[config.mk]
export PLATFORM = sky130hd
export DESIGN_NAME = nonce_collect
export DESIGN_NICKNAME = d
export VERILOG_FILES = /design/src/rtl/siaminer_pkg.sv /design/src/rtl/nonce_fifo.sv /design/src/rtl/nonce_collect.sv
export SDC_FILE = /design/constraint.sdc
export NUM_CORES = 1
export LEC_CHECK = 0
export BUFFER_PORTS_ARGS = -buffer_cell sky130_fd_sc_hd__clkbuf_2
export CORE_MARGIN = 2
export CORE_UTILIZATION = 35
export DETAILED_ROUTE_END_ITERATION = 6
export GPL_ROUTABILITY_DRIVEN = 0
export PLACE_DENSITY = 0.55
export SLEW_MARGIN = 20
export SYNTH_ARGS = -nofsm -noshare
export SYNTH_HDL_FRONTEND = slang
export SYNTH_SLANG_ARGS = --single-unit
[constraint.sdc]
create_clock -name clk -period 3.65 [get_ports clk]
set_clock_uncertainty 0.15 [all_clocks]
set_input_delay 0 -clock clk [delete_from_list [all_inputs] [get_ports clk]]
set_output_delay 0 -clock clk [all_outputs]
set_load 0.05 [all_outputs]
[src/rtl/siaminer_pkg.sv]
// Shared constants for the miner datapath: nonce width and the default
// depth of the winning-nonce FIFO.
package siaminer_pkg;
  localparam int NONCE_W          = 32;
  localparam int NONCE_FIFO_DEPTH = 8;
  localparam logic [31:0] HIT_COUNT_MAX = 32'hFFFF_FFFF;
endpackage

[src/rtl/nonce_fifo.sv]
// Synchronous first-word-fall-through FIFO with push/pop/full/empty/count.
// clr flushes all state and takes priority over push and pop.
module nonce_fifo
  import siaminer_pkg::*;
#(
  parameter int DEPTH = NONCE_FIFO_DEPTH,
  parameter int W     = NONCE_W,
  localparam int AW   = $clog2(DEPTH),
  localparam int CW   = AW + 1
) (
  input  logic          clk,
  input  logic          rst_n,
  input  logic          clr,
  input  logic          push,
  input  logic [W-1:0]  din,
  input  logic          pop,
  output logic [W-1:0]  dout,
  output logic          full,
  output logic          empty,
  output logic [CW-1:0] count
);

  logic [W-1:0]  mem_q [DEPTH];
  logic [AW-1:0] wr_ptr_q, wr_ptr_d;
  logic [AW-1:0] rd_ptr_q, rd_ptr_d;
  logic [CW-1:0] count_q, count_d;
  logic          do_push, do_pop;

  assign empty = (count_q == '0);
  assign full  = (count_q == CW'(DEPTH));
  assign count = count_q;

  // A full FIFO still accepts a push when the head leaves in the same cycle.
  assign do_pop  = pop & ~empty & ~clr;
  assign do_push = push & (~full | do_pop) & ~clr;

  // NOTE: every variable gets a default first so no latch can be inferred.
  always_comb begin
    wr_ptr_d = wr_ptr_q;
    rd_ptr_d = rd_ptr_q;
    count_d  = count_q;
    if (clr) begin
      wr_ptr_d = '0;
      rd_ptr_d = '0;
      count_d  = '0;
    end else begin
      if (do_push) wr_ptr_d = wr_ptr_q + AW'(1);
      if (do_pop)  rd_ptr_d = rd_ptr_q + AW'(1);
      count_d = count_q + CW'(do_push) - CW'(do_pop);
    end
  end

  // NOTE: state flops use non-blocking assignments so every flop samples pre-edge values.
  always_ff @(posedge clk or negedge rst_n) begin
    if (!rst_n) begin
      wr_ptr_q <= '0;
      rd_ptr_q <= '0;
      count_q  <= '0;
    end else begin
      wr_ptr_q <= wr_ptr_d;
      rd_ptr_q <= rd_ptr_d;
      count_q  <= count_d;
    end
  end

  // NOTE: storage is deliberately not reset; count gates visibility instead.
  always_ff @(posedge clk) begin
    if (do_push) mem_q[wr_ptr_q] <= din;
  end

  assign dout = empty ? '0 : mem_q[rd_ptr_q];

endmodule

[src/rtl/nonce_collect.sv]
// Collects qualified winning nonces into a FIFO for the host, with overflow and hit counters.
// Optional NONCE_COLLECT_DEDUP_EN suppresses a hit that repeats the last pushed nonce.
module nonce_collect
  import siaminer_pkg::*;
#(
  parameter int DEPTH = NONCE_FIFO_DEPTH
) (
  input  logic                     clk,
  input  logic                     rst_n,
  input  logic                     found,
  input  logic                     busy,
  input  logic [NONCE_W-1:0]       nonce,
  input  logic                     clear,
  output logic                     out_valid,
  input  logic                     out_ready,
  output logic [NONCE_W-1:0]       out_nonce,
  output logic [$clog2(DEPTH):0]   count,
  output logic                     overflow,
  output logic [31:0]              hit_count
);

  logic        hit, hit_eff, pop, full, empty;
  logic        overflow_q, overflow_d;
  logic [31:0] hit_count_q, hit_count_d;

  assign hit = busy & found;
  assign pop = out_ready & ~empty;

`ifdef NONCE_COLLECT_DEDUP_EN
  logic [NONCE_W-1:0] last_q, last_d;
  logic               last_vld_q, last_vld_d;

  assign hit_eff = hit & ~(last_vld_q && (nonce == last_q));

  always_comb begin
    last_d     = last_q;
    last_vld_d = last_vld_q;
    if (clear) begin
      last_vld_d = 1'b0;
    end else if (hit_eff && (!full || pop)) begin
      last_d     = nonce;
      last_vld_d = 1'b1;
    end
  end

  always_ff @(posedge clk or negedge rst_n) begin
    if (!rst_n) begin
      last_q     <= '0;
      last_vld_q <= 1'b0;
    end else begin
      last_q     <= last_d;
      last_vld_q <= last_vld_d;
    end
  end
`else
  assign hit_eff = hit;
`endif

  always_comb begin
    overflow_d  = overflow_q;
    hit_count_d = hit_count_q;
    if (clear) begin
      overflow_d  = 1'b0;
      hit_count_d = '0;
    end else if (hit_eff) begin
      if (full && !pop) overflow_d = 1'b1;
      if (hit_count_q != HIT_COUNT_MAX) hit_count_d = hit_count_q + 32'd1;
    end
  end

  always_ff @(posedge clk or negedge rst_n) begin
    if (!rst_n) begin
      overflow_q  <= 1'b0;
      hit_count_q <= '0;
    end else begin
      overflow_q  <= overflow_d;
      hit_count_q <= hit_count_d;
    end
  end

  nonce_fifo #(.DEPTH(DEPTH), .W(NONCE_W)) u_fifo (
    .clk   (clk),
    .rst_n (rst_n),
    .clr   (clear),
    .push  (hit_eff),
    .din   (nonce),
    .pop   (pop),
    .dout  (out_nonce),
    .full  (full),
    .empty (empty),
    .count (count)
  );

  assign out_valid = ~empty;
  assign overflow  = overflow_q;
  assign hit_count = hit_count_q;

endmodule

==> summary.txt, run 1 <==
Timing
  – Fin crit period: 2.93 ns
  – Slew headroom: 28.8%
  – Unrepaired setup endpoints after global routing: no
  – Number of setup violations in the final report: 0
  – Pins Over Slew Limit: 0
  – Max frequency: 342 MHz
  – Setup total negative slack: 0 ns
  – Fin crit share: 80.2%
  – PnR worst setup slack: 0.724 ns
  – Final Hold Fails: 0
  – Tightest Pin Transition: 1.05 ns

Cells and area
  – Final Non-Filler Cells: 1342
  – Synthesis-to-finish area growth: 22.8%
  – Layout cells sized above 1: 30.2%
  – Nets@finish: 912
  – # diodes: 0
  – Post-Route Utilization: 43.5%

Global routing
  – Initial antenna violation count: 1
  – Overall Global Routing Usage: 14.9%
  – Largest net degree at the start of global routing: 56
  – First-pass GRT wire length: 41400 um
  – GRT overflow: 0
  – Vias in the first global route: 7007

Floorplan
  – Die area: 0.0364 mm^2
  – Cell Rows: 68
  – I/O pin total: 108
  – Initial core utilization: 35.4%
  – Die Ht: 191 um
  – Die W: 191 um
  – Core area: 0.0345 mm^2

Yosys
  – EDFF count, synth: 256
  – Mean Syn Cell Area: 17.7 um^2
  – Area contributors post-synth: edfxtp_1, mux4_2, dfrtp_1
  – Area fraction of the dominant cell type after synthesis: 63.0%
  – Top_reg_cell synth: edfxtp_1
  – Cells after synthesis: 688
  – Cell variety after synth: 40
  – Mapped Area: 0.0122 mm^2
  – Post-synthesis net count: 736
  – Leading area contributor after synthesis: edfxtp_1
  – Ys Warns: 0
  – #FFs+latches synth: 299
  – Sequential-to-total area share from yosys stat: 71.8%
  – Post-synth ARST share: 14.4%

Route
  – Iteration-0 DRC Markers: 405
  – Metal2 WL: 12900 um
  – Highest Signal Layer: met5
  – Vias per Instance: 5.05
  – 1st-pass router iterations: 5
  – Total wire length: 26300 um
  – DRT antenna net count: 0
  – DRC Markers: 0
  – Met1 Wirelength: 11800 um
  – WL/cell: 19.6 um
  – Via Count: 6775
  – Wire length on met3: 1110 um

Clock tree
  – Root Driver: clkbuf_16
  – H-tree depth: 2
  – Clk slew on worst S/H paths: 0.06 ns
  – Resized cells post-CTS: 0
  – Clock sinks: 299
  – Clk buf depth: 3
  – CTS tree: built
  – Num CTS Buffers: 34
  – Clock latency at the later pin of the worst-skew pair: 0.50 ns

Critical path
  – Worst Reg-to-Reg Cells: 8
  – CP endpoint: out_nonce[11]
  – R2r endpoint: u_fifo.mem_q[6][30]$_DFFE_PP_
  – Crit Path Max Fanout: 30
  – Critical Path End Type: output pin
  – Critical path type: flop to output pin
  – RR Startpoint: u_fifo.count[2]$_DFF_PN0_
  – R2R Setup Slk: 0.74 ns
  – CP arrival: 2.78 ns
  – Worst Path Required: 3.50 ns
  – Crit. Startpoint: u_fifo.rd_ptr_q[0]$_DFFE_PN0P_
  – Startpoint types: flop

Placement
  – Port Buf Inserts: 107
  – Cells after DPL: 1243
  – Hpwl dp: 16300 um
  – Place WS: 0.707 ns

Pwr
  – PD cells: 636 mW/mm^2
  – Pleak: 0.00510 uW
  – Max IR drop VDD: 0.000481 V

Run status
  – Outcome: completed

Job
  – Max-cap viol count: 0

Hold path
  – Hold Path Class: primary input to flop
[synthesized netlist by cell type (all sizes together), types with 4 or more instances]
master and count:
edfxtp 256, nor2 65, mux4 64, dfrtp 43, mux2i 33, a21oi 24, clkbuf 21, nand2 19
nand4 16, o21ai 13, nand3 12, nor2b 12, buf 11, or4 11, or3 10, ha 9
inv 9, mux2 9, o31ai 8, nor3 6, and3 5, xor2 5, and2 4, nor4 4
[layout make-up]
class                           instances  area (um^2)
Timing Repair Buffer                  172         1210
Sequential cell                       299         8770
Clock inverter                         18          183
Multi-Input combinational cell        348         3340
Clock buffer                           41          877
Fill cell                            3067        19500
Tap cell                              455          569
Inverter                                9         33.8
[worst max-delay path, cell delays in order, from the launching register on]
cell and delay [ns]:
dfrtp_4 0.84, buf_4 0.37, mux4_2 0.55, mux2i_1 0.17, nor2_1 0.07, clkbuf_2 0.25
[timing repair]
action	4_1_cts	5_1_grt
hold buffers	40	0
endpoints found under the hold margin	333	0
setup buffers	0	0
[registers in the layout (all words and copies together), names as in the netlist]
register         flops
u_fifo.rd_ptr_q      3
u_fifo.count         4
hit_count           32
u_fifo.wr_ptr_q      3
overflow             1
u_fifo.mem_q       256
[metrics by stage]
stage / cell area, um^2 / hold slack [ns] / total power (uW)
after floorplan: 12200 / -0.446 / 5740
after global placement: 13500 / -0.166 / 6370
after detailed placement: 13500 / -0.163 / 6390
after CTS: 15000 / 0.142 / 9680
after global routing: 15000 / 0.179 / 9960
final: 15000 / 0.163 / 9520
[worst min-delay path by stage]
stage / startpoint / endpoint / slack [ns] / cells past startpoint
6_report: nonce[14] / u_fifo.mem_q[0][14]$_DFFE_PP_ / 0.16 / 2
5_1_grt: nonce[14] / u_fifo.mem_q[1][14]$_DFFE_PP_ / 0.18 / 2
4_1_cts: nonce[22] / u_fifo.mem_q[6][22]$_DFFE_PP_ / 0.14 / 2
3_5_place_dp: rst_n / hit_count[14]$_DFFE_PN0P_ / -0.16 / 1
3_3_place_gp: rst_n / hit_count[16]$_DFFE_PN0P_ / -0.17 / 1
2_1_floorplan: rst_n / hit_count[0]$_DFFE_PN0P_ / -0.45 / 0
[cell usage in the layout, fill, tap and decap left out, drive strengths merged, types with 13 or more instances in the layout]
cell type / instances
dlygate4sd3: 40
mux4: 64
nand2: 19
nand4: 16
clkbuf: 148
a21oi: 24
o21ai: 13
edfxtp: 256
buf: 25
nor2: 65
mux2i: 33
dfrtp: 43
[where the power goes]
part | internal [uW] | leakage (uW) | switching [uW] | total [uW]
registers | 3780 | 0.00290 | 135 | 3910
clock network | 1930 | 0.000524 | 1290 | 3230
logic | 831 | 0.00168 | 1550 | 2380
[cell families (layout without fill, tap and decap cells)]
| group | count (synthesis) | in the layout | share of synthesized area (%) |
|---|---|---|---|
| AOI/OAI and AO/OA | 50 | 50 | 2.36 |
| adders and majority gates | 10 | 10 | 1.09 |
| muxes | 106 | 106 | 15.3 |
| buffers and inverters | 41 | 240 | 1.39 |
| DFF | 299 | 299 | 71.8 |
| and+or+nand+nor | 174 | 174 | 7.42 |
| xor gates and xnor gates | 8 | 8 | 0.574 |
[per-layer routing]
| metal | GRT usage [%] | vias to the layer above |
|---|---|---|
| met1 | 20.3 | 3475 |
| met3 | 2.65 | 37 |
| met5 | 0 | - |
| met2 | 24.5 | 156 |
| met4 | 4.32 | 2 |
| li1 | - | 3105 |
Power figures use the tool's default switching activity.
==> run 2: changes to the inputs <==
Settings changed: ABC_AREA from default to 1, PLACE_DENSITY 0.55 to 0.53.
Clock period 3.65 ns to 2.9 ns, I/O delays scaled along.
==> summary.txt, run 2 <==
Run status
  – Outcome: completed

Cells and area
  – Layout cells sized above 1: 15.8%
  – Largest Register: u_fifo.mem_q
  – Final Non-Filler Cells: 1867
  – Synthesis-to-finish area growth: 21.7%
  – Nets@finish: 1424
  – Highest-count cells in the layout ignoring fill and taps: nor2_1, edfxtp_1, o21ai_0, nand2_1, clkbuf_2
  – Commonest non-fill, non-tap cell in the layout: nor2_1
  – # diodes: 0
  – Max reg flops: 256

Global routing
  – GR Util met1: 21.3%
  – Most used routing layer: met2
  – Largest net degree at the start of global routing: 132
  – Initial antenna violation count: 0
  – M2 GR Usage: 27.9%
  – GRT overflow: 0
  – Vias in the first global route: 9119
  – Overall Global Routing Usage: 16.3%
  – First-pass GRT wire length: 49300 um
  – GRT met3 Usage: 2.70%

Critical path
  – Most common cell on crit path: nor2_1
  – Worst Path Required: 2.75 ns
  – CP arrival: 2.52 ns
  – Critical path type: flop to output pin
  – Max incr delay on CP: 0.49 ns
  – Crit path cell chain: clkinv_2 -> buf_12 -> o21ai_0 -> o21ai_1 -> nor2_1 -> nor2_1 -> clkbuf_2
  – Slowest-stage cell, CP: dfrtp_4
  – Critical Path End Type: output pin
  – Startpoint types: flop
  – Crit Path Max Fanout: 128

Clock tree
  – CTS tree: built
  – Root Driver: clkbuf_16
  – Clock sinks: 299
  – H-tree depth: 2
  – Clk slew on worst S/H paths: 0.06 ns
  – Clk buf depth: 3
  – Num CTS Buffers: 35
  – Resized cells post-CTS: 0
  – Clock latency at the later pin of the worst-skew pair: 0.51 ns

Route
  – Vias per Instance: 4.81
  – Via Count: 8983
  – DRC Markers: 0
  – WL/cell: 16.5 um
  – 1st-pass router iterations: 4
  – Total wire length: 30800 um
  – Iteration-0 DRC Markers: 567
  – DRT antenna net count: 0

Timing
  – Slew headroom: 61.9%
  – Fin crit share: 92.1%
  – Number of setup violations in the final report: 0
  – Fin crit period: 2.67 ns
  – Hold slack: 0.157 ns
  – Tightest Pin Transition: 0.572 ns
  – Max frequency: 374 MHz
  – Final Hold Fails: 0
  – Unrepaired setup endpoints after global routing: no
  – Pins Over Slew Limit: 0

Placement
  – Hpwl dp: 17500 um
  – Cells after DPL: 1767
  – Port Buf Inserts: 107

Floorplan
  – Die Ht: 196 um
  – I/O pin total: 108
  – Cell Rows: 70
  – Core area: 0.0365 mm^2
  – Initial core utilization: 35.4%
  – Die area: 0.0385 mm^2
  – Die W: 196 um

Hold path
  – Hold Path Class: primary input to flop

Pwr
  – Pleak: 0.00596 uW
  – Max IR drop VDD: 0.000569 V
  – Final Power: 12800 uW
  – PD cells: 812 mW/mm^2

Yosys
  – Cells after synthesis: 1228
  – Leading area contributor after synthesis: edfxtp_1
  – Ys Warns: 0
  – EDFF count, synth: 256
  – Cell variety after synth: 33
  – Area contributors post-synth: edfxtp_1, nor2_1, o21ai_0
  – Top_reg_cell synth: edfxtp_1
  – Post-synth ARST share: 14.4%
  – Mapped Area: 0.0129 mm^2
  – Area fraction of the dominant cell type after synthesis: 59.4%
  – Count leader, synth: nor2_1
  – #FFs+latches synth: 299
  – Synth cell count leaders: nor2_1, edfxtp_1, o21ai_0
  – Post-synthesis net count: 1276
  – Sequential-to-total area share from yosys stat: 67.8%
  – Mean Syn Cell Area: 10.5 um^2

Job
  – Max-cap viol count: 0
run 2: cell types whose count changed after synthesis, sizes merged, moves of 16 or more:
cell	delta
a21oi	-22
inv	+37
mux2i	-33
nand2	+173
mux4	-64
o21ai	+229
clkbuf	+16
nor2	+252
run 2: final timing paths:
| kind | start | to | slack (ns) | depth (start not counted) |
|---|---|---|---|---|
| worst max-delay path | u_fifo.rd_ptr_q[0]$_DFFE_PN0P_ | out_nonce[17] | 0.23 | 7 |
| worst min-delay path | nonce[24] | u_fifo.mem_q[6][24]$_DFFE_PP_ | 0.16 | 2 |
| worst max register to register | u_fifo.count[2]$_DFF_PN0_ | u_fifo.count[2]$_DFF_PN0_ | 0.38 | 13 |
| worst min register to register | u_fifo.wr_ptr_q[0]$_DFFE_PN0P_ | u_fifo.wr_ptr_q[0]$_DFFE_PN0P_ | 0.39 | 2 |
| max in group asynchronous | rst_n | u_fifo.count[3]$_DFF_PN0_ | 1.93 | 4 |
| min in group asynchronous | rst_n | hit_count[31]$_DFFE_PN0P_ | 0.48 | 4 |
run 2: layout make-up:
cell class	count	area, um^2
fillers	3420	20800
multi-input cells	823	3810
repair buffers	171	1260
inverters	46	174
well taps	468	586
flip-flops and latches	299	8770
clock buffers	40	895
clock inverters	20	231
run 2: cell families (layout without fill, tap and decap cells):
logic type      after synthesis  after routing  synth area share (%)
simple gates                555            555                  17.5
xor+xnor                      8              8                 0.542
flops                       299            299                  67.8
buf+inv                     106            277                  3.40
fa+ha+maj                    10             10                  1.03
compound gates              250            250                  9.80
run 2: worst max-delay path, delay by kind of cell (launching register included):
kind	cells	cell delay [ns]
AO/OA/AOI/OAI	2	0.34
flip-flops	1	0.49
AND/OR/NAND/NOR	2	0.29
buffers and inverters	3	0.80
run 2: per-stage QoR:
stage	setup TNS [ns]	setup WS (ns)	cell area, um^2	util (%)
3_3_place_gp	0	0.440	14200	38.9
6_report	0	0.229	15700	43.1
4_1_cts	0	0.202	15700	43.1
3_5_place_dp	0	0.373	14200	38.9
5_1_grt	0	0.0383	15700	43.1
2_1_floorplan	-14.35	-0.0963	13000	-
run 2: power breakdown:
group | total [uW] | internal, uW | leakage [uW] | switching, uW
sequential | 4830 | 4760 | 0.00289 | 77.4
clock | 4320 | 2590 | 0.000549 | 1730
combinational | 3620 | 875 | 0.00252 | 2750
run 2: layer usage:
metal | part of all wire, % | wire length [um] | up-vias
met5 | 0 | 0 | -
met4 | 2.2 | 669 | 0
met3 | 4.2 | 1300 | 47
met2 | 47 | 14600 | 153
met1 | 46 | 14300 | 4292
li1 | - | - | 4491
run 2: what timing repair did:
item / CTS / global route
setup buffers: 0 / 0
hold buffers: 40 / 0
hold endpoints to repair: 312 / 0
